--- src/rtl/uart_cmd_responder.sv ---
// uart_cmd_responder: single-character ASCII command endpoint feeding a UART tx handshake.
// Optional build macro UART_ECHO_EN prepends the received command byte to every reply.
module uart_cmd_responder #(
    parameter int ACK_TO_W = 16,
    parameter int MAX_LEN  = 11
) (
    input  logic       clk,
    input  logic       reset,
    input  logic [7:0] i_rx_data,
    input  logic       i_rx_done,
    input  logic       i_tx_busy,
    output logic [7:0] o_tx_data,
    output logic       o_tx_start,
    input  logic [4:0] i_hour,
    input  logic [5:0] i_min,
    input  logic [5:0] i_sec,
    output logic       o_cmd_clear,
    output logic       o_busy,
    output logic       o_err,
    output logic [7:0] o_drop_cnt
);
    localparam int IW = $clog2(MAX_LEN + 1);
`ifdef UART_ECHO_EN
    localparam int OFS = 1;
`else
    localparam int OFS = 0;
`endif
    localparam logic [ACK_TO_W-1:0] TO_LAST = {ACK_TO_W{1'b1}} - 1'b1;

    typedef enum logic [2:0] {IDLE, BUILD, SEND, WAIT_ACK, WAIT_DONE} state_t;

    state_t              state;
    logic [7:0]          cmd;
    logic [7:0]          rsp_buf [MAX_LEN];
    logic [IW-1:0]       len;
    logic [IW-1:0]       idx;
    logic [ACK_TO_W-1:0] to_cnt;
    logic [15:0]         hh, mm, ss;

    function automatic logic [3:0] tens(input logic [5:0] v);
        if (v >= 6'd60)      return 4'd6;
        else if (v >= 6'd50) return 4'd5;
        else if (v >= 6'd40) return 4'd4;
        else if (v >= 6'd30) return 4'd3;
        else if (v >= 6'd20) return 4'd2;
        else if (v >= 6'd10) return 4'd1;
        else                 return 4'd0;
    endfunction

    // Two ASCII digits; values above 59 still yield tens=6 and a single units digit.
    function automatic logic [15:0] two_dig(input logic [5:0] v);
        logic [3:0] t;
        logic [5:0] u;
        t = tens(v);
        u = v - 6'({2'b00, t} * 6'd10);
        return {8'h30 + {4'h0, t}, 8'h30 + {4'h0, u[3:0]}};
    endfunction

    assign hh = two_dig({1'b0, i_hour});
    assign mm = two_dig(i_min);
    assign ss = two_dig(i_sec);

    always_ff @(posedge clk or posedge reset) begin
        if (reset) begin
            state       <= IDLE;
            cmd         <= 8'h00;
            len         <= '0;
            idx         <= '0;
            to_cnt      <= '0;
            o_tx_data   <= 8'h00;
            o_tx_start  <= 1'b0;
            o_cmd_clear <= 1'b0;
            o_busy      <= 1'b0;
            o_err       <= 1'b0;
            o_drop_cnt  <= 8'h00;
            for (int i = 0; i < MAX_LEN; i++) rsp_buf[i] <= 8'h00;
        end else begin
            o_tx_start  <= 1'b0;
            o_cmd_clear <= 1'b0;
            o_err       <= 1'b0;
            if (i_rx_done && state != IDLE && o_drop_cnt != 8'hFF)
                o_drop_cnt <= o_drop_cnt + 8'd1;
            unique case (state)
                IDLE: begin
                    if (i_rx_done && i_rx_data != 8'h0D && i_rx_data != 8'h0A) begin
                        cmd         <= i_rx_data;
                        state       <= BUILD;
                        o_busy      <= 1'b1;
                        o_cmd_clear <= (i_rx_data == 8'h43) || (i_rx_data == 8'h63);
                    end
                end
                BUILD: begin
                    idx   <= '0;
                    state <= SEND;
`ifdef UART_ECHO_EN
                    rsp_buf[0] <= cmd;
`endif
                    unique case (cmd)
                        8'h54, 8'h74: begin
                            rsp_buf[OFS+0] <= hh[15:8];
                            rsp_buf[OFS+1] <= hh[7:0];
                            rsp_buf[OFS+2] <= 8'h3A;
                            rsp_buf[OFS+3] <= mm[15:8];
                            rsp_buf[OFS+4] <= mm[7:0];
                            rsp_buf[OFS+5] <= 8'h3A;
                            rsp_buf[OFS+6] <= ss[15:8];
                            rsp_buf[OFS+7] <= ss[7:0];
                            rsp_buf[OFS+8] <= 8'h0D;
                            rsp_buf[OFS+9] <= 8'h0A;
                            len            <= IW'(OFS + 10);
                        end
                        8'h43, 8'h63: begin
                            rsp_buf[OFS+0] <= 8'h4F;
                            rsp_buf[OFS+1] <= 8'h4B;
                            rsp_buf[OFS+2] <= 8'h0D;
                            rsp_buf[OFS+3] <= 8'h0A;
                            len            <= IW'(OFS + 4);
                        end
                        default: begin
                            rsp_buf[OFS+0] <= 8'h3F;
                            rsp_buf[OFS+1] <= 8'h0D;
                            rsp_buf[OFS+2] <= 8'h0A;
                            len            <= IW'(OFS + 3);
                        end
                    endcase
                end
                SEND: begin
                    if (!i_tx_busy) begin
                        o_tx_data  <= rsp_buf[idx];
                        o_tx_start <= 1'b1;
                        to_cnt     <= '0;
                        state      <= WAIT_ACK;
                    end
                end
                WAIT_ACK: begin
                    if (i_tx_busy) begin
                        state <= WAIT_DONE;
                    end else if (to_cnt == TO_LAST) begin
                        o_err  <= 1'b1;
                        o_busy <= 1'b0;
                        state  <= IDLE;
                    end else begin
                        to_cnt <= to_cnt + 1'b1;
                    end
                end
                WAIT_DONE: begin
                    if (!i_tx_busy) begin
                        if ((idx + 1'b1) == len) begin
                            o_busy <= 1'b0;
                            state  <= IDLE;
                        end else begin
                            idx   <= idx + 1'b1;
                            state <= SEND;
                        end
                    end
                end
                default: begin
                    o_busy <= 1'b0;
                    state  <= IDLE;
                end
            endcase
        end
    end
endmodule

--- config.mk ---
export PLATFORM = sky130hd
export DESIGN_NAME = uart_cmd_responder
export DESIGN_NICKNAME = d
export VERILOG_FILES = /design/src/rtl/uart_cmd_responder.sv
export SDC_FILE = /design/constraint.sdc
export NUM_CORES = 1
export LEC_CHECK = 0
export CAP_MARGIN = 20
export CORE_AREA = 5 5 104 106
export DETAILED_ROUTE_END_ITERATION = 8
export DIE_AREA = 0 0 109 111
export GPL_TIMING_DRIVEN = 0
export PLACE_DENSITY = 0.74
export SETUP_SLACK_MARGIN = 0.15
export SLEW_MARGIN = 0
export SYNTH_ARGS = -nofsm -noshare
export SYNTH_HDL_FRONTEND = slang
export SYNTH_SLANG_ARGS = --single-unit
export TNS_END_PERCENT = 50
--- constraint.sdc ---
create_clock -name clk -period 3.8 [get_ports clk]
set_clock_uncertainty 0.15 [all_clocks]
set_input_delay 0.57 -clock clk [delete_from_list [all_inputs] [get_ports clk]]
set_output_delay 0.57 -clock clk [all_outputs]
set_load 0.05 [all_outputs]
==> impl_results.html <==
<table>
<tr><th>Metric</th><th>Value</th></tr>
<tr><th colspan="2">Run status</th></tr>
<tr><td>Status</td><td>completed</td></tr>
<tr><th colspan="2">Global routing</th></tr>
<tr><td>Global-route wire length before repair</td><td>16.10 mm</td></tr>
<tr><td>Number of global-route vias before repair</td><td>3413</td></tr>
<tr><td>GRT Overall Usage</td><td>0.1633</td></tr>
<tr><td>Maximum number of pins on one net before global-route repair</td><td>67</td></tr>
<tr><td>Routing usage on met2</td><td>0.2514</td></tr>
<tr><td>Met1 GRT Util</td><td>0.2259</td></tr>
<tr><td>Met3 track demand over resource</td><td>0.03087</td></tr>
<tr><td>Initial antenna violation count</td><td>0</td></tr>
<tr><td>Total global routing overflow</td><td>0</td></tr>
<tr><td>Busiest layer in global routing</td><td>met2</td></tr>
<tr><th colspan="2">Yosys</th></tr>
<tr><td>Mean cell area of the mapped netlist</td><td>9.755 um2</td></tr>
<tr><td>Number of cells produced by synthesis</td><td>438</td></tr>
<tr><td>Count of unique library cells instantiated by Yosys</td><td>65</td></tr>
<tr><td>Sequential fraction of the synthesis area</td><td>0.4510</td></tr>
<tr><td>EDFF count, synth</td><td>0</td></tr>
<tr><td>Fraction of synthesized cell area taken by the top area cell type</td><td>0.4510</td></tr>
<tr><td>Yosys synthesis warning count</td><td>8</td></tr>
<tr><td>Leading cell types by total area after synthesis</td><td>sky130_fd_sc_hd__dfrtp_1 (45%), sky130_fd_sc_hd__nand2_1 (4.5%), sky130_fd_sc_hd__xnor2_1 (2.7%)</td></tr>
<tr><td>Most used flip-flop cell after synthesis</td><td>sky130_fd_sc_hd__dfrtp_1</td></tr>
<tr><td>Post-synthesis sequential element count</td><td>77</td></tr>
<tr><td>Post-synthesis async set-or-reset flop share</td><td>1.000</td></tr>
<tr><td>Synth area leader</td><td>sky130_fd_sc_hd__dfrtp_1</td></tr>
<tr><td>Synthesized Nets</td><td>477</td></tr>
<tr><td>Area of the mapped netlist</td><td>0.004273 mm2</td></tr>
<tr><th colspan="2">STA</th></tr>
<tr><td>Slew at the pin closest to its max-slew limit</td><td>618.5 ps</td></tr>
<tr><td>Final-report hold violation count</td><td>0</td></tr>
<tr><td>Final-report max-slew violation count</td><td>0</td></tr>
<tr><td>Setup-violating endpoint count in the final report</td><td>0</td></tr>
<tr><td>Worst setup margin</td><td>938.6 ps</td></tr>
<tr><td>Final period demand of the worst path</td><td>2861 ps</td></tr>
<tr><td>RSZ-0062 raised after global routing</td><td>false</td></tr>
<tr><td>Sum Neg Setup Slack</td><td>0 ps</td></tr>
<tr><td>Share of the cycle needed by the critical path after routing</td><td>0.7530</td></tr>
<tr><td>Max Fclk</td><td>349.5 MHz</td></tr>
<tr><td>Worst Hold Margin</td><td>333.0 ps</td></tr>
<tr><td>Normalized max-slew margin</td><td>0.5868</td></tr>
<tr><th colspan="2">Critical path</th></tr>
<tr><td>Worst EP arrival</td><td>2940 ps</td></tr>
<tr><td>Worst setup EP type</td><td>flip-flop</td></tr>
<tr><td>Crit path max fanout</td><td>9</td></tr>
<tr><td>Source of the worst register-to-register timing path</td><td>idx[1]</td></tr>
<tr><td>Required time at the endpoint of the critical path</td><td>3870 ps</td></tr>
<tr><td>Worst r2r path cells</td><td>6</td></tr>
<tr><td>Class of the most critical setup path</td><td>in -&gt; reg</td></tr>
<tr><td>Capturing point of the worst reg2reg path</td><td>idx[0]</td></tr>
<tr><td>Slack of the worst reg-to-reg path</td><td>1730 ps</td></tr>
<tr><td>Element type at the critical path start</td><td>input pin</td></tr>
<tr><th colspan="2">Pwr</th></tr>
<tr><td>Design internal power</td><td>1.725 mW</td></tr>
<tr><td>Post-route total power</td><td>2.828 mW</td></tr>
<tr><td>Ratio of total power to cell area</td><td>553.6 mW/mm2</td></tr>
<tr><td>Combinational power share</td><td>0.388</td></tr>
<tr><td>Sequential share of power</td><td>0.405</td></tr>
<tr><td>Peak supply drop</td><td>0.0003442 V</td></tr>
<tr><td>P_sw</td><td>1.103 mW</td></tr>
<tr><td>Clock power frac</td><td>0.207</td></tr>
<tr><td>Net switching share of the total power</td><td>0.3901</td></tr>
<tr><td>Leakage power of the design</td><td>2.111 nW</td></tr>
<tr><th colspan="2">Placement</th></tr>
<tr><td>Post-Place Worst Slack</td><td>578.0 ps</td></tr>
<tr><td>HPWL reported at the end of detailed placement</td><td>6.916 mm</td></tr>
<tr><td>Placer Congestion</td><td>0.8274</td></tr>
<tr><td>Count of buffers inserted at the top-level ports</td><td>46</td></tr>
<tr><td>Area post-placement</td><td>0.004930 mm2</td></tr>
<tr><td>Number of cells after detailed placement</td><td>618</td></tr>
<tr><th colspan="2">Clocking</th></tr>
<tr><td>Sink Count</td><td>77</td></tr>
<tr><td>Clock tree from TritonCTS</td><td>yes</td></tr>
<tr><td>Post-cts resize count</td><td>0</td></tr>
<tr><td>Worst-case clock buffer depth</td><td>2</td></tr>
<tr><td>Number of setup buffers added after CTS</td><td>0</td></tr>
<tr><td>Count of hold-fix buffers inserted at cts</td><td>0</td></tr>
<tr><td>Level count of the clock H-tree</td><td>3</td></tr>
<tr><td>Clock slew seen by the registers of the worst setup and hold paths</td><td>80 ps</td></tr>
<tr><td>Number of buffers created by CTS</td><td>9</td></tr>
<tr><td>Later-pin clock latency in the skew report</td><td>350 ps</td></tr>
<tr><td>Root Buffer Master</td><td>sky130_fd_sc_hd__clkbuf_8</td></tr>
<tr><th colspan="2">Job</th></tr>
<tr><td>Max cap viols</td><td>0</td></tr>
<tr><th colspan="2">Drt</th></tr>
<tr><td>Number of DRC violations after detailed routing</td><td>0</td></tr>
<tr><td>Routed WL per cell</td><td>14.61 um</td></tr>
<tr><td>Drt pass-1 iters</td><td>4</td></tr>
<tr><td>Routed vias/inst</td><td>5.461</td></tr>
<tr><td>Vias after detailed routing</td><td>3457</td></tr>
<tr><td>Number of nets with antenna violations after routing</td><td>0</td></tr>
<tr><td>Initial detailed-routing violation count</td><td>184</td></tr>
<tr><td>Final routed wirelength across all metal layers</td><td>9.248 mm</td></tr>
<tr><th colspan="2">Layout</th></tr>
<tr><td>Post-route standard cell area excluding fillers</td><td>0.005109 mm2</td></tr>
<tr><td>Utilization of the core after routing</td><td>0.5275</td></tr>
<tr><td>Final Instance Count excl. Fillers</td><td>633</td></tr>
<tr><td>Count of filler cells inserted in the layout</td><td>870</td></tr>
<tr><td>Net count reported at finish</td><td>535</td></tr>
<tr><td>Count of antenna diodes in the layout</td><td>0</td></tr>
<tr><td>Growth of design area from synthesis to finish</td><td>19.56%</td></tr>
<tr><td>Layout cell share with drive strength beyond 1</td><td>0.08800</td></tr>
<tr><th colspan="2">Floorplanning</th></tr>
<tr><td>Count of boundary I/O pins</td><td>49</td></tr>
<tr><td>Width of the die</td><td>109 um</td></tr>
<tr><td>Number of rows created at floorplan</td><td>36</td></tr>
<tr><td>Starting density of the core</td><td>0.4412</td></tr>
<tr><td>Die Footprint</td><td>0.01210 mm2</td></tr>
<tr><td>Core Box Area</td><td>0.009684 mm2</td></tr>
<tr><td>Die span in y</td><td>111 um</td></tr>
<tr><th colspan="2">Hold path</th></tr>
<tr><td>Classification of the worst-slack hold path</td><td>in -&gt; async</td></tr>
</table>
[final cells by class]
cell class,count,area [um2],share of cell area
Clock inverter,6,55.05,0.01078
Clock buffer,9,123.9,0.02425
Sequential cell,77,1927,0.3772
Timing Repair Buffer,47,488.0,0.09552
Buffer,21,105.1,0.02057
Inverter,15,58.81,0.01151
Multi-Input combinational cell,325,2185,0.4276
Tap cell,133,166.4,0.03257
[cells in the mapped netlist, types with 3 or more instances]
| cell type | number |
|---|---|
| sky130_fd_sc_hd__a211oi_1 | 3 |
| sky130_fd_sc_hd__a21oi_1 | 15 |
| sky130_fd_sc_hd__a221oi_1 | 4 |
| sky130_fd_sc_hd__a31oi_1 | 6 |
| sky130_fd_sc_hd__and3_1 | 11 |
| sky130_fd_sc_hd__and4_1 | 4 |
| sky130_fd_sc_hd__buf_2 | 9 |
| sky130_fd_sc_hd__clkbuf_1 | 9 |
| sky130_fd_sc_hd__dfrtp_1 | 77 |
| sky130_fd_sc_hd__fa_1 | 3 |
| sky130_fd_sc_hd__ha_1 | 7 |
| sky130_fd_sc_hd__inv_1 | 15 |
| sky130_fd_sc_hd__maj3_1 | 3 |
| sky130_fd_sc_hd__mux2_1 | 7 |
| sky130_fd_sc_hd__mux2_2 | 3 |
| sky130_fd_sc_hd__mux2i_1 | 7 |
| sky130_fd_sc_hd__nand2_1 | 51 |
| sky130_fd_sc_hd__nand2b_1 | 8 |
| sky130_fd_sc_hd__nand3_1 | 17 |
| sky130_fd_sc_hd__nand4_1 | 9 |
| sky130_fd_sc_hd__nor2_1 | 27 |
| sky130_fd_sc_hd__nor2b_1 | 9 |
| sky130_fd_sc_hd__nor3_1 | 7 |
| sky130_fd_sc_hd__nor3b_1 | 5 |
| sky130_fd_sc_hd__o211ai_1 | 7 |
| sky130_fd_sc_hd__o21ai_0 | 18 |
| sky130_fd_sc_hd__o21ai_1 | 11 |
| sky130_fd_sc_hd__o31ai_1 | 11 |
| sky130_fd_sc_hd__or4_1 | 7 |
| sky130_fd_sc_hd__xnor2_1 | 13 |
| sky130_fd_sc_hd__xor2_1 | 6 |
[logic make-up after synthesis]
family / Yosys count / share of synthesized area
other: 1 / 0.0008776
and+or+nand+nor: 173 / 0.2126
buffers and inverters: 36 / 0.03777
adders and majority gates: 13 / 0.04158
muxes: 19 / 0.05329
xor gates and xnor gates: 21 / 0.04802
DFF: 77 / 0.4510
AOI/OAI and AO/OA: 98 / 0.1549
[flip-flops by register name, indices dropped and copies added, names as in the netlist]
signal	cells
o_busy	1
o_drop_cnt	8
state	3
cmd	7
rsp_buf	26
to_cnt	16
o_err	1
o_cmd_clear	1
o_tx_start	1
idx	4
len	3
o_tx_data	6
[routing by layer]
| metal | vias up | wire length [um] | part of all wire |
|---|---|---|---|
| li1 | 1696 | - | - |
| met1 | 1671 | 4271 | 0.46 |
| met2 | 80 | 4500 | 0.49 |
| met3 | 10 | 367 | 0.040 |
| met4 | 0 | 109 | 0.012 |
| met5 | - | 0 | 0 |
[critical path: stages]
cell and delay [ps]:
sky130_fd_sc_hd__clkdlybuf4s50_1 550, sky130_fd_sc_hd__nor2b_1 200, sky130_fd_sc_hd__o21ai_0 160, sky130_fd_sc_hd__a21oi_1 90, sky130_fd_sc_hd__a221oi_1 460, sky130_fd_sc_hd__ha_1 250
sky130_fd_sc_hd__inv_1 50, sky130_fd_sc_hd__fa_1 370, sky130_fd_sc_hd__xnor2_1 170, sky130_fd_sc_hd__o21ai_1 70
[worst max-delay path by stage]
stage | start | to | slack (ps)
3_3_place_gp | reset | rsp_buf[48] | -90
3_5_place_dp | i_sec[2] | rsp_buf[27] | 580
2_1_floorplan | reset | cmd[0] | 1110
4_1_cts | i_sec[2] | rsp_buf[27] | 960
6_report | i_sec[2] | rsp_buf[27] | 940
5_1_grt | i_sec[2] | rsp_buf[27] | 730
[cell usage in the layout, fill, tap and decap left out, drive strengths merged, types with 7 or more instances in the layout]
master,n
a21oi,15
and3,11
buf,13
clkbuf,18
clkdlybuf4s50,46
dfrtp,77
ha,7
inv,15
mux2,10
mux2i,7
nand2,51
nand2b,8
nand3,18
nand4,9
nor2,28
nor2b,9
nor3,7
o211ai,7
o21ai,31
o31ai,11
or4,7
xnor2,14
[power by group through the flow]
stage | clock (mW) | combinational [mW] | sequential (mW)
floorplan | 0 | 0.582 | 1.34
global placement | 0 | 1.07 | 1.15
CTS | 0.599 | 1.10 | 1.15
detailed placement | 0 | 1.10 | 1.16
global route | 0.635 | 1.20 | 1.17
finish | 0.586 | 1.10 | 1.14
Note: power is estimated with default switching activity, not from simulation.
